File: src/rtl/uart_rx_fifo.sv
// UART receiver with 16x oversampling and a small first-word fall-through FIFO.
// Bytes with a bad stop bit raise frame_err; bytes arriving while the FIFO is full raise overrun.
module uart_rx_fifo #(
    parameter int DBIT     = 8,
    parameter int SB_TICK  = 16,
    parameter int DVSR     = 163,
    parameter int DVSR_BIT = 8,
    parameter int FIFO_W   = 2
) (
    input  logic            clk,
    input  logic            reset,
    input  logic            rx,
    input  logic            rd_uart,
    output logic [DBIT-1:0] r_data,
    output logic            rx_empty,
    output logic            rx_full,
    output logic            frame_err,
    output logic            overrun
);

    localparam int DEPTH = 2 ** FIFO_W;
    localparam int N_W   = (DBIT > 1) ? $clog2(DBIT) : 1;
    // Stop phases longer than one bit need more than 4 bits of sample count
    localparam int S_W   = (SB_TICK > 16) ? 5 : 4;

    typedef enum logic [1:0] {IDLE, START, DATA, STOP} state_t;

    logic                r_sync1, r_sync2;
    logic [DVSR_BIT-1:0] r_tick_cnt;
    logic                w_tick;

    state_t              r_state, w_state_next;
    logic [S_W-1:0]      r_s, w_s_next;
    logic [N_W-1:0]      r_n, w_n_next;
    logic [DBIT-1:0]     r_b, w_b_next;
    logic                w_push, w_ferr;

    logic [DBIT-1:0]     r_mem [DEPTH];
    logic [FIFO_W-1:0]   r_wr_ptr, r_rd_ptr;
    logic                r_full, r_empty;
    logic                w_wr_en, w_rd_en, w_ovr;
    logic                r_frame_err, r_overrun;

    always_ff @(posedge clk) begin
        if (reset) begin
            r_sync1 <= 1'b1;
            r_sync2 <= 1'b1;
        end else begin
            r_sync1 <= rx;
            r_sync2 <= r_sync1;
        end
    end

    assign w_tick = (r_tick_cnt == DVSR_BIT'(DVSR - 1));

    always_ff @(posedge clk) begin
        if (reset || w_tick)
            r_tick_cnt <= '0;
        else
            r_tick_cnt <= r_tick_cnt + 1'b1;
    end

    always_ff @(posedge clk) begin
        if (reset) begin
            r_state <= IDLE;
            r_s     <= '0;
            r_n     <= '0;
            r_b     <= '0;
        end else begin
            r_state <= w_state_next;
            r_s     <= w_s_next;
            r_n     <= w_n_next;
            r_b     <= w_b_next;
        end
    end

    always_comb begin
        w_state_next = r_state;
        w_s_next     = r_s;
        w_n_next     = r_n;
        w_b_next     = r_b;
        w_push       = 1'b0;
        w_ferr       = 1'b0;
        case (r_state)
            IDLE: begin
                if (!r_sync2) begin
                    w_state_next = START;
                    w_s_next     = '0;
                end
            end
            START: begin
                if (w_tick) begin
                    if (r_s == S_W'(7)) begin
                        // A start bit that is high again at its midpoint was a glitch
                        if (!r_sync2) begin
                            w_state_next = DATA;
                            w_s_next     = '0;
                            w_n_next     = '0;
                        end else begin
                            w_state_next = IDLE;
                        end
                    end else begin
                        w_s_next = r_s + 1'b1;
                    end
                end
            end
            DATA: begin
                if (w_tick) begin
                    if (r_s == S_W'(15)) begin
                        w_b_next = {r_sync2, r_b[DBIT-1:1]};
                        w_s_next = '0;
                        if (r_n == N_W'(DBIT - 1))
                            w_state_next = STOP;
                        else
                            w_n_next = r_n + 1'b1;
                    end else begin
                        w_s_next = r_s + 1'b1;
                    end
                end
            end
            STOP: begin
                if (w_tick) begin
                    if (r_s == S_W'(SB_TICK - 1)) begin
                        w_state_next = IDLE;
                        w_push       = r_sync2;
                        w_ferr       = !r_sync2;
                    end else begin
                        w_s_next = r_s + 1'b1;
                    end
                end
            end
            default: w_state_next = IDLE;
        endcase
    end

    // A pop in the same cycle frees the slot, so a push into a full FIFO still lands
    assign w_rd_en = rd_uart && !r_empty;
    assign w_wr_en = w_push && (!r_full || rd_uart);
    assign w_ovr   = w_push && r_full && !rd_uart;

    generate
        for (genvar gi = 0; gi < DEPTH; gi++) begin : g_mem
            always_ff @(posedge clk) begin
                if (reset)
                    r_mem[gi] <= '0;
                else if (w_wr_en && (r_wr_ptr == FIFO_W'(gi)))
                    r_mem[gi] <= r_b;
            end
        end
    endgenerate

    always_ff @(posedge clk) begin
        if (reset) begin
            r_wr_ptr <= '0;
            r_rd_ptr <= '0;
            r_full   <= 1'b0;
            r_empty  <= 1'b1;
        end else begin
            case ({w_wr_en, w_rd_en})
                2'b01: begin
                    r_rd_ptr <= r_rd_ptr + 1'b1;
                    r_full   <= 1'b0;
                    r_empty  <= (FIFO_W'(r_rd_ptr + 1'b1) == r_wr_ptr);
                end
                2'b10: begin
                    r_wr_ptr <= r_wr_ptr + 1'b1;
                    r_empty  <= 1'b0;
                    r_full   <= (FIFO_W'(r_wr_ptr + 1'b1) == r_rd_ptr);
                end
                2'b11: begin
                    r_wr_ptr <= r_wr_ptr + 1'b1;
                    r_rd_ptr <= r_rd_ptr + 1'b1;
                end
                default: ;
            endcase
        end
    end

    always_ff @(posedge clk) begin
        if (reset) begin
            r_frame_err <= 1'b0;
            r_overrun   <= 1'b0;
        end else begin
            r_frame_err <= w_ferr;
            r_overrun   <= w_ovr;
        end
    end

    assign r_data    = r_mem[r_rd_ptr];
    assign rx_empty  = r_empty;
    assign rx_full   = r_full;
    assign frame_err = r_frame_err;
    assign overrun   = r_overrun;

endmodule

File: config.mk
export PLATFORM = sky130hd
export DESIGN_NAME = uart_rx_fifo
export DESIGN_NICKNAME = d
export VERILOG_FILES = /design/src/rtl/uart_rx_fifo.sv
export SDC_FILE = /design/constraint.sdc
export NUM_CORES = 1
export LEC_CHECK = 0
export CAP_MARGIN = 25
export CORE_MARGIN = 2
export CORE_UTILIZATION = 56
export CTS_BUF_LIST = sky130_fd_sc_hd__clkbuf_8
export DETAILED_ROUTE_END_ITERATION = 12
export PLACE_DENSITY = 0.86
export SLEW_MARGIN = 15
export SYNTH_ARGS = -nofsm -noshare
export SYNTH_HDL_FRONTEND = slang
export SYNTH_SLANG_ARGS = --single-unit
File: constraint.sdc
create_clock -name clk -period 2.2 [get_ports clk]
set_clock_uncertainty 0.2 [all_clocks]
set_input_delay 0.44 -clock clk [delete_from_list [all_inputs] [get_ports clk]]
set_output_delay 0.44 -clock clk [all_outputs]
set_load 0.02 [all_outputs]
==> summary.txt <==
Clock Tree Root: clkbuf_8
fin crit period: 2.159 ns
Startpoint Class: flip-flop
crit share post-route: 98.13%
sw frac: 23.52%
switching power: 564.1 uW
FF/Latch Area: 1712 sq um
TritonCTS clock tree: done
Total GRT Usage: 21.55%
Die H: 80.56 um
post-route ant nets: 0
met3 Use GR: 5.843%
IO Pins: 16
clk sink count: 69
internal power: 1835 uW
Netlist Area Pre-Place: 3282 sq um
vias in the first global route: 2214
# hold bufs at CTS: 0
Yosys cell types: 54
sequential power share: 57.8%
Slew Limit Fails: 0
total gr overflow: 0
Synth warnings: 0
FF+latch count, synth: 69
post-route setup TNS: 0 ns
TritonCTS Buffers: 9
Die ar.: 6489 sq um
drt first-iter violations: 142
row count: 27
element type at the critical path end: flip-flop
routed wire length: 6362 um
clk buf depth: 2
Comb power frac: 5.6%
syn nets: 303
sequential-to-total area share from yosys stat: 51.85%
critical setup path kind: reg2reg
gp weighted congestion: 0.8605
final setup violation count: 0
Worst EP arrival: 2.02 ns
number of H-tree levels: 3
Post-route DRC: 0
HP Class: reg2reg
Avg Cell Area, Syn: 11.40 sq um
Vias/cell: 5.704
Worst-Skew Late Latency: 0.35 ns
Final Hold Fails: 0
Detailed Routing Iterations Pass 1: 4
synthesis-to-finish area growth: 20.66%
Critical Path RT: 2.06 ns
initial core utilization: 58.88%
Final Worst Setup Slack: 0.04108 ns
Syn Inst Count: 288
Slew HR: 64.53%
Worst Max-Slew Pin Slew: 0.5313 ns
input/output buffers: 15
diodes inserted: 0
wire length per cell: 15.56 um
Post-synth ARST share: 0%
first-pass GRT wire length: 10340 um
maximum vdd drop: 0.5012 mV
Clock transition at path regs: 0.07 ns
Core Util, Final: 71.04%
number of fill cells in the layout: 368
outcome: complete, no violations
fraction of layout cells with a size suffix above 1: 26.71%
pre-CTS setup slack: -0.1213 ns
Final HPWL DP: 4387 um
overall power: 2399 uW
Max Cap Viol: 0
met1 Use GR: 26.34%
Most used DFF post-synth: dfxtp_1
die width: 80.56 um
final net count: 347
Post-synth EDFFs: 32
GR Util met2: 34.83%
GR peak layer: met2
vias post-DR: 2333
PD cells: 605.7 nW/um^2
core footprint: 5574 sq um
critical path peak fanout: 6
pin count of the biggest net entering global routing: 52
area of the multi-input gates: 1516 sq um
antenna violations before repair: 0
Max Freq: 463.2 MHz
clock network fraction of total power: 36.6%
leakage power: 0.001393 uW
synth_stat cells, types with 2 or more instances:
cell type / count / share of area [%]
inv_1: 6 / 0.69
clkbuf_1: 5 / 0.57
or4_1: 2 / 0.46
mux2i_1: 8 / 2.4
a31oi_1: 2 / 0.38
mux4_2: 8 / 5.5
nand3_4: 4 / 2.1
buf_6: 3 / 1.0
nand4b_1: 4 / 1.1
nor4_1: 2 / 0.38
ha_1: 11 / 4.2
nor3_1: 9 / 1.4
nand4_1: 2 / 0.38
buf_1: 2 / 0.23
xnor2_1: 5 / 1.3
nor2b_1: 2 / 0.38
or2_2: 4 / 0.76
buf_2: 4 / 0.61
nand2b_1: 17 / 3.2
and3_1: 4 / 0.76
a221o_1: 2 / 0.61
a311oi_1: 2 / 0.53
dfxtp_1: 37 / 23
nor2_1: 52 / 5.9
nand2_1: 7 / 0.80
xor2_1: 7 / 1.9
o21ai_0: 5 / 0.76
a21oi_1: 8 / 1.2
nand3_1: 7 / 1.1
a22oi_1: 2 / 0.46
edfxtp_1: 32 / 29
layout make-up:
cell class              count  share of cell area (%)
repair buffers             48                   11.41
inverters                   6                  0.5687
clock inverters             7                   1.106
clock buffers               9                   3.128
flip-flops and latches     69                   43.22
multi-input cells         198                   38.29
well taps                  72                   2.275
power by group through the flow:
stage	registers [uW]	logic, uW	clock network, uW
floorplan	1410	74.7	0
global placement	1410	125	0
detailed placement	1420	129	0
CTS	1390	124	889
global route	1390	145	940
finish	1390	135	878
per-layer routing:
metal	up-vias	routed length (um)
li1	1133	-
met1	1121	2647
met2	61	3235
met3	18	315
met4	0	163
met5	-	0
final timing paths:
check | endpoint | startpoint | slack [ns] | depth (start not counted)
max | r_mem[3][6]$_SDFFCE_PN0P_ | r_tick_cnt[0]$_SDFF_PP0_ | 0.04 | 9
min | r_sync2$_SDFF_PP1_ | r_sync1$_SDFF_PP1_ | 0.21 | 1
max reg2reg | r_mem[3][6]$_SDFFCE_PN0P_ | r_tick_cnt[0]$_SDFF_PP0_ | 0.04 | 9
min reg2reg | r_sync2$_SDFF_PP1_ | r_sync1$_SDFF_PP1_ | 0.21 | 1
stage by stage:
stage                     instance area (sq um)  instances  hold WS [ns]
after floorplan                            3287        288        0.1895
after global placement                     3730        387        0.1920
after detailed placement                   3730        387        0.1953
after CTS                                  3859        403        0.2117
after global routing                       3960        409        0.2614
final                                      3960        409        0.2120
flip-flops by register name (all words and copies together), names as in the netlist, named ones only:
name,flops
r_mem,32
rx_empty,1
overrun,1
frame_err,1
r_sync1,1
r_state,1
r_s,4
r_sync2,1
r_n,3
r_tick_cnt,8
r_b,8
r_wr_ptr,2
r_rd_ptr,2
rx_full,1
placed cells by master, fill, tap and decap left out, drive strengths merged, types with 3 or more instances in the layout:
| cell | count |
|---|---|
| a21oi | 8 |
| and3 | 5 |
| buf | 41 |
| clkbuf | 9 |
| clkdlybuf4s50 | 7 |
| clkinvlp | 4 |
| dfxtp | 37 |
| edfxtp | 32 |
| ha | 11 |
| inv | 7 |
| mux2i | 8 |
| mux4 | 8 |
| nand2 | 7 |
| nand2b | 17 |
| nand3 | 11 |
| nand4b | 4 |
| nor2 | 53 |
| nor3 | 11 |
| nor4 | 3 |
| o21ai | 6 |
| or2 | 4 |
| xnor2 | 5 |
| xor2 | 7 |
cell families (layout without fill, tap and decap cells):
kind of cell	Yosys count	in the layout	share of synthesized area, %
simple gates	126	126	22.19
flops	69	69	51.85
compound gates	33	33	7.282
buf+inv	21	70	3.355
mux	16	16	7.930
xor+xnor	12	12	3.202
fa+ha+maj	11	11	4.194
worst max-delay path, cell delays in order (launching register included):
cell and delay (ns):
dfxtp_1 0.31, inv_1 0.05, ha_2 0.17, nand4b_1 0.22, buf_4 0.24, nor3_4 0.19
buf_12 0.15, nand3_4 0.06, nand2b_1 0.10, buf_4 0.17
repair_timing:
| item | 4_1_cts | 5_1_grt |
|---|---|---|
| buffers inserted | 0 | 6 |
| pin swaps | 0 | 6 |
| resized for setup | 33 | 15 |
| setup endpoints to repair | 8 | 8 |
(Power assumes the default switching activity.)
